--- config.mk ---
export PLATFORM = sky130hd
export DESIGN_NAME = prach_fft_sched_flat
export DESIGN_NICKNAME = d
export VERILOG_FILES = /design/src/rtl/prach_fft_sched_pkg.sv /design/src/rtl/prach_fft_sched_if.sv /design/src/rtl/prach_rr_arbiter.sv /design/src/rtl/prach_fft_sched.sv /design/src/flat_wrapper.sv
export SDC_FILE = /design/constraint.sdc
export NUM_CORES = 1
export LEC_CHECK = 0
export ABC_AREA = 1
export CORE_ASPECT_RATIO = 0.7
export CORE_UTILIZATION = 45
export DETAILED_ROUTE_END_ITERATION = 10
export PLACE_DENSITY = 0.7
export SYNTH_ARGS = -nofsm -noshare
export SYNTH_HDL_FRONTEND = slang
export SYNTH_HIERARCHICAL = 1
export SYNTH_SLANG_ARGS = --single-unit
--- constraint.sdc ---
create_clock -name clk -period 2.87 [get_ports clk]
set_input_delay 0.574 -clock clk [delete_from_list [all_inputs] [get_ports clk]]
set_output_delay 0.574 -clock clk [all_outputs]
set_load 0.05 [all_outputs]
--- src/rtl/prach_fft_sched_pkg.sv ---
// Shared types and helpers for the PRACH FFT frame scheduler.
// Holds the FSM state type, FFT length constants and width helpers.
package prach_fft_pkg;

    typedef enum logic [1:0] {
        IDLE,
        RUN,
        GAP
    } sched_state_t;

    localparam int FFT_LEN_LOG2 = 6;
    localparam int FFT_POINTS   = 1 << FFT_LEN_LOG2;

    function automatic int fft_points(input int n);
        return 1 << n;
    endfunction

    function automatic int ch_width(input int n);
        return (n > 1) ? $clog2(n) : 1;
    endfunction

endpackage

--- src/rtl/prach_fft_sched_if.sv ---
// Request/grant and buffer-read/framing bundle of the FFT scheduler.
// master = scheduler side, slave = buffers/FFT side.
interface prach_fft_sched_if
    import prach_fft_pkg::*;
#(
    parameter int NUM_CH         = 4,
    parameter int NUM_FFT_LENGTH = 6
);
    localparam int CH_W = ch_width(NUM_CH);

    logic                      en;
    logic [NUM_CH-1:0]         req;
    logic [NUM_CH-1:0]         grant;
    logic                      rd_en;
    logic [CH_W-1:0]           rd_ch;
    logic [NUM_FFT_LENGTH-1:0] rd_addr;
    logic                      fft_dv;
    logic                      fft_sync;
    logic                      fft_sync_ahead;
    logic                      frame_done;
    logic                      busy;

    modport master (
        input  en,
        input  req,
        output grant,
        output rd_en,
        output rd_ch,
        output rd_addr,
        output fft_dv,
        output fft_sync,
        output fft_sync_ahead,
        output frame_done,
        output busy
    );

    modport slave (
        output en,
        output req,
        input  grant,
        input  rd_en,
        input  rd_ch,
        input  rd_addr,
        input  fft_dv,
        input  fft_sync,
        input  fft_sync_ahead,
        input  frame_done,
        input  busy
    );

endinterface

--- src/rtl/prach_rr_arbiter.sv ---
// Round-robin arbiter; the search starts one past the last grant.
// The pointer moves only when advance is asserted.
module prach_rr_arbiter
    import prach_fft_pkg::*;
#(
    parameter  int NUM_CH = 4,
    localparam int CH_W   = ch_width(NUM_CH)
) (
    input  logic              clk,
    input  logic              rst,
    input  logic [NUM_CH-1:0] req,
    input  logic              en,
    input  logic              advance,
    output logic [NUM_CH-1:0] grant,
    output logic [CH_W-1:0]   idx
);

    logic [CH_W-1:0] ptr;
    logic [CH_W-1:0] cand;
    logic            found;

    always_comb begin
        idx   = '0;
        cand  = '0;
        found = 1'b0;
        for (int i = 0; i < NUM_CH; i++) begin
            cand = CH_W'((int'(ptr) + i) % NUM_CH);
            if (!found && req[cand]) begin
                found = 1'b1;
                idx   = cand;
            end
        end
        grant = (en && found) ? (NUM_CH'(1) << idx) : '0;
    end

    always_ff @(posedge clk or posedge rst) begin
        if (rst) begin
            ptr <= '0;
        end else if (advance) begin
            ptr <= (int'(idx) == NUM_CH - 1) ? '0 : idx + 1'b1;
        end
    end

endmodule

--- src/rtl/prach_fft_sched.sv ---
// Shares one FFT chain among NUM_CH buffers: arbitrates, reads a frame,
// and emits dv/sync framing delayed to match the buffer read latency.
module prach_fft_sched
    import prach_fft_pkg::*;
#(
    parameter int NUM_FFT_LENGTH = 6,
    parameter int NUM_CH         = 4,
    parameter int NUM_GAP        = 2,
    parameter int RD_LATENCY     = 2
) (
    input logic               clk,
    input logic               rst,
    prach_fft_sched_if.master bus
);

    localparam int CH_W = ch_width(NUM_CH);
    localparam int PTS  = fft_points(NUM_FFT_LENGTH);
    localparam logic [NUM_FFT_LENGTH-1:0] LAST =
        NUM_FFT_LENGTH'(PTS - 1);
    localparam logic [3:0] GAP_END = 4'(NUM_GAP - 1);

    sched_state_t              state;
    sched_state_t              state_nxt;
    logic [NUM_FFT_LENGTH-1:0] addr;
    logic [3:0]                gap_cnt;
    logic [CH_W-1:0]           rd_ch_q;
    logic [NUM_CH-1:0]         arb_grant;
    logic [CH_W-1:0]           arb_idx;
    logic                      arb_en;
    logic                      go;
    logic                      rd_en;
    logic                      first;
    logic                      last;
    logic [RD_LATENCY-1:0]     dv_sr;
    logic [RD_LATENCY-1:0]     first_sr;
    logic [RD_LATENCY-1:0]     last_sr;

    // rst gating keeps the combinational grant quiet during reset
    assign arb_en = (state == IDLE) && bus.en && !rst;
    assign go     = |arb_grant;

    prach_rr_arbiter #(
        .NUM_CH (NUM_CH)
    ) u_arb (
        .clk     (clk),
        .rst     (rst),
        .req     (bus.req),
        .en      (arb_en),
        .advance (go),
        .grant   (arb_grant),
        .idx     (arb_idx)
    );

    always_comb begin
        state_nxt = state;
        unique case (1'b1)
            state == IDLE: begin
                if (go) state_nxt = RUN;
            end
            state == RUN: begin
                if (addr == LAST)
                    state_nxt = (NUM_GAP == 0) ? IDLE : GAP;
            end
            state == GAP: begin
                if (gap_cnt == GAP_END) state_nxt = IDLE;
            end
            default: state_nxt = IDLE;
        endcase
    end

    always_ff @(posedge clk or posedge rst) begin
        if (rst) begin
            state   <= IDLE;
            addr    <= '0;
            gap_cnt <= '0;
            rd_ch_q <= '0;
        end else begin
            state   <= state_nxt;
            if (state == RUN) addr <= addr + 1'b1;
            gap_cnt <= (state == GAP) ? gap_cnt + 1'b1 : 4'd0;
            if (go) rd_ch_q <= arb_idx;
        end
    end

    assign rd_en = (state == RUN);
    assign first = rd_en && (addr == '0);
    assign last  = rd_en && (addr == LAST);

    always_ff @(posedge clk or posedge rst) begin
        if (rst) begin
            dv_sr    <= '0;
            first_sr <= '0;
            last_sr  <= '0;
        end else begin
            dv_sr[0]    <= rd_en;
            first_sr[0] <= first;
            last_sr[0]  <= last;
            for (int k = 1; k < RD_LATENCY; k++) begin
                dv_sr[k]    <= dv_sr[k-1];
                first_sr[k] <= first_sr[k-1];
                last_sr[k]  <= last_sr[k-1];
            end
        end
    end

    generate
        if (RD_LATENCY == 1) begin : g_ahead_direct
            assign bus.fft_sync_ahead = first;
        end else begin : g_ahead_delayed
            assign bus.fft_sync_ahead = first_sr[RD_LATENCY-2];
        end
    endgenerate

    assign bus.grant      = arb_grant;
    assign bus.rd_en      = rd_en;
    assign bus.rd_ch      = rd_ch_q;
    assign bus.rd_addr    = addr;
    assign bus.fft_dv     = dv_sr[RD_LATENCY-1];
    assign bus.fft_sync   = first_sr[RD_LATENCY-1];
    assign bus.frame_done = last_sr[RD_LATENCY-1];
    assign bus.busy       = (state != IDLE) || (|dv_sr);

endmodule
--- src/flat_wrapper.sv ---
// flat-port wrapper written by rule: the top's interface ports become plain ports
module prach_fft_sched_flat import prach_fft_pkg::*;
#(
    parameter int NUM_FFT_LENGTH = 6,
    parameter int NUM_CH         = 4,
    parameter int NUM_GAP        = 2,
    parameter int RD_LATENCY     = 2
)
  (clk, rst, bus_en, bus_req, bus_grant, bus_rd_en, bus_rd_ch, bus_rd_addr, bus_fft_dv, bus_fft_sync, bus_fft_sync_ahead, bus_frame_done, bus_busy);
  prach_fft_sched_if #(.NUM_CH(NUM_CH), .NUM_FFT_LENGTH(NUM_FFT_LENGTH)) bus_i ();
  input logic clk;
  input logic rst;
  input wire logic [$bits(bus_i.en)-1:0] bus_en;
  input wire logic [$bits(bus_i.req)-1:0] bus_req;
  output wire logic [$bits(bus_i.grant)-1:0] bus_grant;
  output wire logic [$bits(bus_i.rd_en)-1:0] bus_rd_en;
  output wire logic [$bits(bus_i.rd_ch)-1:0] bus_rd_ch;
  output wire logic [$bits(bus_i.rd_addr)-1:0] bus_rd_addr;
  output wire logic [$bits(bus_i.fft_dv)-1:0] bus_fft_dv;
  output wire logic [$bits(bus_i.fft_sync)-1:0] bus_fft_sync;
  output wire logic [$bits(bus_i.fft_sync_ahead)-1:0] bus_fft_sync_ahead;
  output wire logic [$bits(bus_i.frame_done)-1:0] bus_frame_done;
  output wire logic [$bits(bus_i.busy)-1:0] bus_busy;
  assign bus_i.en = bus_en;
  assign bus_i.req = bus_req;
  assign bus_grant = bus_i.grant;
  assign bus_rd_en = bus_i.rd_en;
  assign bus_rd_ch = bus_i.rd_ch;
  assign bus_rd_addr = bus_i.rd_addr;
  assign bus_fft_dv = bus_i.fft_dv;
  assign bus_fft_sync = bus_i.fft_sync;
  assign bus_fft_sync_ahead = bus_i.fft_sync_ahead;
  assign bus_frame_done = bus_i.frame_done;
  assign bus_busy = bus_i.busy;
  prach_fft_sched #(.NUM_FFT_LENGTH(NUM_FFT_LENGTH), .NUM_CH(NUM_CH), .NUM_GAP(NUM_GAP), .RD_LATENCY(RD_LATENCY)) u_core (.clk(clk), .rst(rst), .bus(bus_i));
endmodule
# Word-level counts from Yosys, hierarchy flattened
# Cells that the tools add are included.
# op_classes
n_addsub	6
n_eq_ne	8
reduce_logical	19
mux	23
magnitude_cmp	4
shifts	1
# op_table
operator	count
$mux W2	8
$lt A2 B3 Y1 const B	4
$bmux W1 S2	4
$logic_and A1 B1 Y1	8
$mux W1	8
$mux W4	2
$add A6 B1 Y6 const B	1
$eq A6 B6 Y1 const B	1
$logic_not A6 Y1	1
$pmux W2 S3	1
$add A2 B1 Y2 const B	2
$add A2 B2 Y2 const B	2
$add A4 B1 Y4 const B	1
$eq A2 B1 Y1 const B	2
$eq A4 B1 Y1 const B	1
$logic_not A1 Y1	4
$ne A2 B2 Y1 const B	2
$reduce_or A4 Y1	1
$shl A1 B2 Y4 const A	1
$reduce_and A3 Y1	1
$eq A2 B2 Y1 const B	1
$logic_not A2 Y1	1
$ne A2 B1 Y1 const B	1
$reduce_bool A2 Y1	1
2 further kinds	2
# totals
word_cells	69
reg_bits	22

# Longest topological paths before layout
# Gate-level depths: netlist of run 1.
# depth
ltp_word	17
ltp_mapped	21
ltp_nobuf	20

# By module
# Netlist of run 1, hierarchy kept.
# modules_own_cells
module	n_inst	area_per_inst_um2	cells_each
prach_fft_sched	1	863.3	85
prach_rr_arbiter	1	471.7	74

# Worst setup path before layout of run 1
# No wires, ideal clock.
# synth_path
path_kind	input to register
startpoint	input port bus_req[1]
endpoint	register u_core.u_arb.ptr[0]
required_time_ns	2.805
setup_time_ns	0.065
arrival_time_ns	2.805
setup_slack_ns	0.000
path_stages	16
path_buffers	0
cell_sequence	inv_1 > o21ai_1 > nand2_2 > nand2_4 > nand2_1 > o21a_1 > nand3b_4 > ha_1 > inv_1 > nor2_1 > nor2_1 > nand2_1 > inv_1 > nor2_1 > nand3_2 > nand2_1
# synth_via
elab_chain_len	15
elab_cells_between_ends	29
cone_classes	1 x add/sub; 1 x eq/ne; 1 x shift; 18 x mux; 8 x reduce/logical
# synth_lines
element	line	text
from (decl)	flat_wrapper.sv:14	input wire logic [$bits(bus_i.req)-1:0] bus_req;
$bmux W1 S2	prach_rr_arbiter.sv:28	if (!found && req[cand]) begin
$mux W1 (not written as such)	prach_rr_arbiter.sv:28	
$mux W1	prach_rr_arbiter.sv:28	
$logic_not A1 Y1	prach_rr_arbiter.sv:28	
$logic_and A1 B1 Y1	prach_rr_arbiter.sv:28	
$mux W1	prach_rr_arbiter.sv:28	
$logic_not A1 Y1	prach_rr_arbiter.sv:28	
$logic_and A1 B1 Y1	prach_rr_arbiter.sv:28	
[... 2 more ...]	-	
$logic_and A1 B1 Y1	prach_rr_arbiter.sv:28	
$mux W2 *	prach_rr_arbiter.sv:28	
named net u_core.arb_idx[1]	prach_fft_sched.sv:28	logic [CH_W-1:0] arb_idx;
$shl A1 B2 Y4 *	prach_rr_arbiter.sv:33	grant = (en && found) ? (NUM_CH'(1) << idx) : '0;
$mux W4 *	prach_rr_arbiter.sv:33	
named net bus_grant[3]	flat_wrapper.sv:15	output wire logic [$bits(bus_i.grant)-1:0] bus_grant;
$reduce_or A4 Y1 *	prach_fft_sched.sv:40	assign go = |arb_grant;
named net u_core.go	prach_fft_sched.sv:30	logic go;
to (signal assigned)	prach_rr_arbiter.sv:40	ptr <= (int'(idx) == NUM_CH - 1) ? '0 : idx + 1'b1;
to (decl)	prach_rr_arbiter.sv:18	logic [CH_W-1:0] ptr;
# The timed path passes the listed nets; every way through them passes the cells marked *. The select of a mux whose other input is x is not followed.
# A chain may end at the register's enable or synchronous reset.

# Worst setup path after layout of run 1
# layout_path
startpoint	register u_core.u_arb.ptr[1]
endpoint	output port bus_grant[3]
# layout_via
elab_chain_len	14
elab_cells_between_ends	28
cone_classes	3 x add/sub; 1 x shift; 17 x mux; 7 x reduce/logical
# layout_lines
element	line
branches (longest 13 deep; another with $add A2 B1 Y2)	-
$mux W4 *	prach_rr_arbiter.sv:33
to (decl)	flat_wrapper.sv:15
# Every way passes the cells marked *. The select of a mux whose other input is x is not followed.

==> flow_summary.toml, run 1 <==
[finish]
fin_nets = 214
final_common_cell = "nand2_1"
area_delta_synth_final_pct = 45.0
num_antenna_cells = 0
fin_cells = 234
mostFrequentLayoutCells = "nand2_1, dfrtp_1, clkdlybuf4s50_1"
drive_above_1_share = 0.338

[pwr]
p_clk_frac = 0.125
peakVddDrop_uv = 581
power.leakage_uw = 0.000914
seq_power_share = 0.232
p_int_uw = 1150
swShare = 0.499
power_density_mw_per_mm2 = 1180
p_comb_frac = 0.643
p_sw_uw = 1140

[synth]
synthTopCellsByArea = "dfrtp_1, nand2_1, ha_1, inv_1, nor2_1"
synth_top_area_share = 0.412
yosysTopAreaCell = "dfrtp_1"
ys_seq_area_frac = 0.412
avgSynthCellArea_sq_um = 8.40
yosys_register_bits = 22
syn-instance-count = 159
syn_area_sq_mm = 0.00134
ys_warn_count = 6
synth-edff-count = 0
async_flop_share = 1.00
yosysUniqueCellTypes = 29
synth_ff_type = "dfrtp_1"
syn_nets = 174

[clock_network]
numCtsBuffers = 3
h-tree-depth = 1
clock_sinks = 22
postCtsHoldBufs = 0
clk_path_buf_depth = 2
clk_latency_ns = 0.26
clk_pin_slew_ns = 0.08
tritoncts = "built"
root_buffer = "clkbuf_8"

[timing]
rsz0062_at_grt = "no"
fin_crit_ns = 2.74
hold_violations = 0
slew_viol_final = 0
fin_ws_ns = 0.134
setup_tns_ns = 0
slew_headroom = 0.510
tightest_slew_ns = 0.735
clock.fmax_ghz = 0.366
finalCritPeriodShare = 0.953
setup_viol = 0
finClkSkew_ns = 0.00323

[critical_path]
cp.required_ns = 2.30
r2r_cells = 21
path_delay_family = "buffers and inverters"
reg2reg_slack_ns = 0.43
slowest_stage = "dfrtp_1"
cp.arrival_ns = 2.16
cp_num_buf_inv = 4
reg2reg_from = "u_core/u_arb/ptr[0]$_DFFE_PP0P_"
r2r_end = "u_core/u_arb/ptr[0]$_DFFE_PP0P_"
crit_fanout = 7
cp_slowest_stage_delay_ns = 0.52
crit_chain = "inv_2 -> nand2_1 -> nand2_2 -> nand2_2 -> nand2_4 -> nor2_8 -> nand2_4 -> buf_4 -> o21ai_4 -> buf_4 -> nor2_4 -> buf_12"
end_kind = "primary output"
criticalPathCategory = "reg2out"
start_kind = "flip-flop"

[floorplanning]
ios = 25
fp-row-count = 16
die_h_um = 47.6
fp.coreArea_sq_mm = 0.00280
die-width_um = 67.1
dieArea_sq_mm = 0.00319
initial_core_util = 0.476

[detailed_routing]
wirelength_um = 2840
viasPerCell = 4.76
drcViolationCount = 0
drt.antenna.violating_nets = 0
wl_per_cell_um = 12.1
vias = 1115
drtIter0Drc = 42
firstDrtPassIters = 4

[min_path]
hold-path-endpoint = "u_core/last_sr[1]$_DFF_PP0_"
hp-class = "reg2reg"
hold_depth = 0
min_from = "u_core/last_sr[0]$_DFF_PP0_"

[global_routing]
gr-usage-all-layers = 0.203
gr-total-overflow = 0
grt_max_degree = 21
grt_pass1_wl_um = 4640
antenna_found_initial = 0
first_global_vias = 990

[placed_design]
dp_hpwl_um = 2110
port_buffers = 24
pre_cts_slack_ns = -0.187
place_inst = 230
gp_congestion = 0.792

[status]
outcome = "finished clean"

[job]
drv_cap = 0
-- sequential cells by signal, indices dropped and copies added, names as in the netlist --
register / cells
u_core/last_sr: 2
u_core/bus.rd_ch: 2
u_core/gap_cnt: 4
u_core/first_sr: 2
u_core/dv_sr: 2
u_core/state: 2
u_core/bus.rd_addr: 6
u_core/u_arb/ptr: 2
-- cells by family after synthesis --
family                     after synthesis  synth area share
DFF                                     22             0.412
xor gates and xnor gates                 6            0.0394
AOI/OAI and AO/OA                        8            0.0375
and+or+nand+nor                         91             0.359
adders and majority gates                8            0.0750
buffers and inverters                   24            0.0769
-- worst register-to-register path, stage by stage, from the launching register on --
cell and delay (ns):
dfrtp_2 0.51, inv_6 0.07, nand2_1 0.12, nand3_2 0.11
nand2_4 0.12, inv_2 0.05, nand2_2 0.06, nand2_1 0.06
nand2_1 0.09, nand2_2 0.08, nand2_2 0.08, inv_2 0.07
ha_4 0.16, inv_2 0.06, nor2_4 0.04, buf_4 0.14
nor2_1 0.12, nand2_1 0.12, inv_1 0.12, nor2_1 0.07
nand3_2 0.06, nand2_1 0.05
-- cell usage after synthesis (2+ instances only) --
| library cell | n |
|---|---|
| nand2_2 | 7 |
| xor2_1 | 3 |
| inv_1 | 17 |
| nand2_4 | 2 |
| xnor2_1 | 3 |
| nor2_2 | 2 |
| nand4_2 | 2 |
| dfrtp_1 | 22 |
| o21a_1 | 2 |
| inv_2 | 5 |
| nand2_1 | 42 |
| ha_1 | 8 |
| o21ai_0 | 3 |
| nor2_1 | 17 |
| nand3_1 | 10 |
-- layer usage --
metal | global-route usage | routed length, um | up-vias
met2 | 0.290 | 1200 | 28
met5 | 0 | 0 | -
met4 | 0.0298 | 18 | 0
met3 | 0.0643 | 146 | 4
met1 | 0.303 | 1470 | 513
li1 | - | - | 570
-- area by class of cell --
| class | count | area [sq um] |
|---|---|---|
| Multi-Input combinational cell | 113 | 808 |
| Clock buffer | 3 | 41.3 |
| Sequential cell | 22 | 552 |
| Inverter | 23 | 93.8 |
| Clock inverter | 1 | 30.0 |
| Timing Repair Buffer | 36 | 365 |
| Tap cell | 36 | 45.0 |
| Fill cell | 222 | 867 |
-- power by group through the flow --
| stage | clock network, uW | registers [uW] | logic [uW] |
|---|---|---|---|
| after floorplan | 0 | 710 | 672 |
| after detailed placement | 0 | 527 | 1250 |
| after global routing | 308 | 548 | 1600 |
| after CTS | 295 | 529 | 1470 |
| after global placement | 0 | 528 | 1220 |
| final | 286 | 531 | 1470 |
-- how the worst max path moves through the flow --
| stage | from | endpoint | cells past startpoint |
|---|---|---|---|
| 2_1_floorplan | bus_req[3] | u_core/u_arb/ptr[0]$_DFFE_PP0P_ | 18 |
| 3_3_place_gp | bus_req[1] | bus_grant[2] | 15 |
| 3_5_place_dp | bus_req[1] | bus_grant[2] | 15 |
| 4_1_cts | u_core/u_arb/ptr[0]$_DFFE_PP0P_ | bus_grant[3] | 12 |
| 5_1_grt | u_core/u_arb/ptr[1]$_DFFE_PP0P_ | bus_grant[3] | 12 |
| 6_report | u_core/u_arb/ptr[1]$_DFFE_PP0P_ | bus_grant[3] | 12 |
-- through the flow --
stage	utilization	hold WS, ns	instance area (sq um)	power (uW)
after floorplan	-	0.315	1340	1380
after global placement	0.621	0.333	1740	1750
after detailed placement	0.621	0.358	1740	1780
after CTS	0.690	0.376	1930	2290
after global routing	0.691	0.380	1940	2460
final	0.691	0.377	1940	2290
-- what timing repair did --
action	CTS	global route
pin swaps	18	0
endpoints found under the setup margin	4	4
resized for setup	35	1
buffers inserted	0	0
gates cloned	0	0
(Power assumes the default switching activity.)
==> run 2, diff against run 1 <==
--- a/config.mk
+++ b/config.mk
@@ -9,6 +9,7 @@
 export CORE_ASPECT_RATIO = 0.7
 export CORE_UTILIZATION = 45
 export DETAILED_ROUTE_END_ITERATION = 10
+export HOLD_SLACK_MARGIN = 0.06
 export PLACE_DENSITY = 0.7
 export SYNTH_ARGS = -nofsm -noshare
 export SYNTH_HDL_FRONTEND = slang
==> results of run 2 <==
Same layout as run 1: the final DEF is identical, and so are final timing and power.
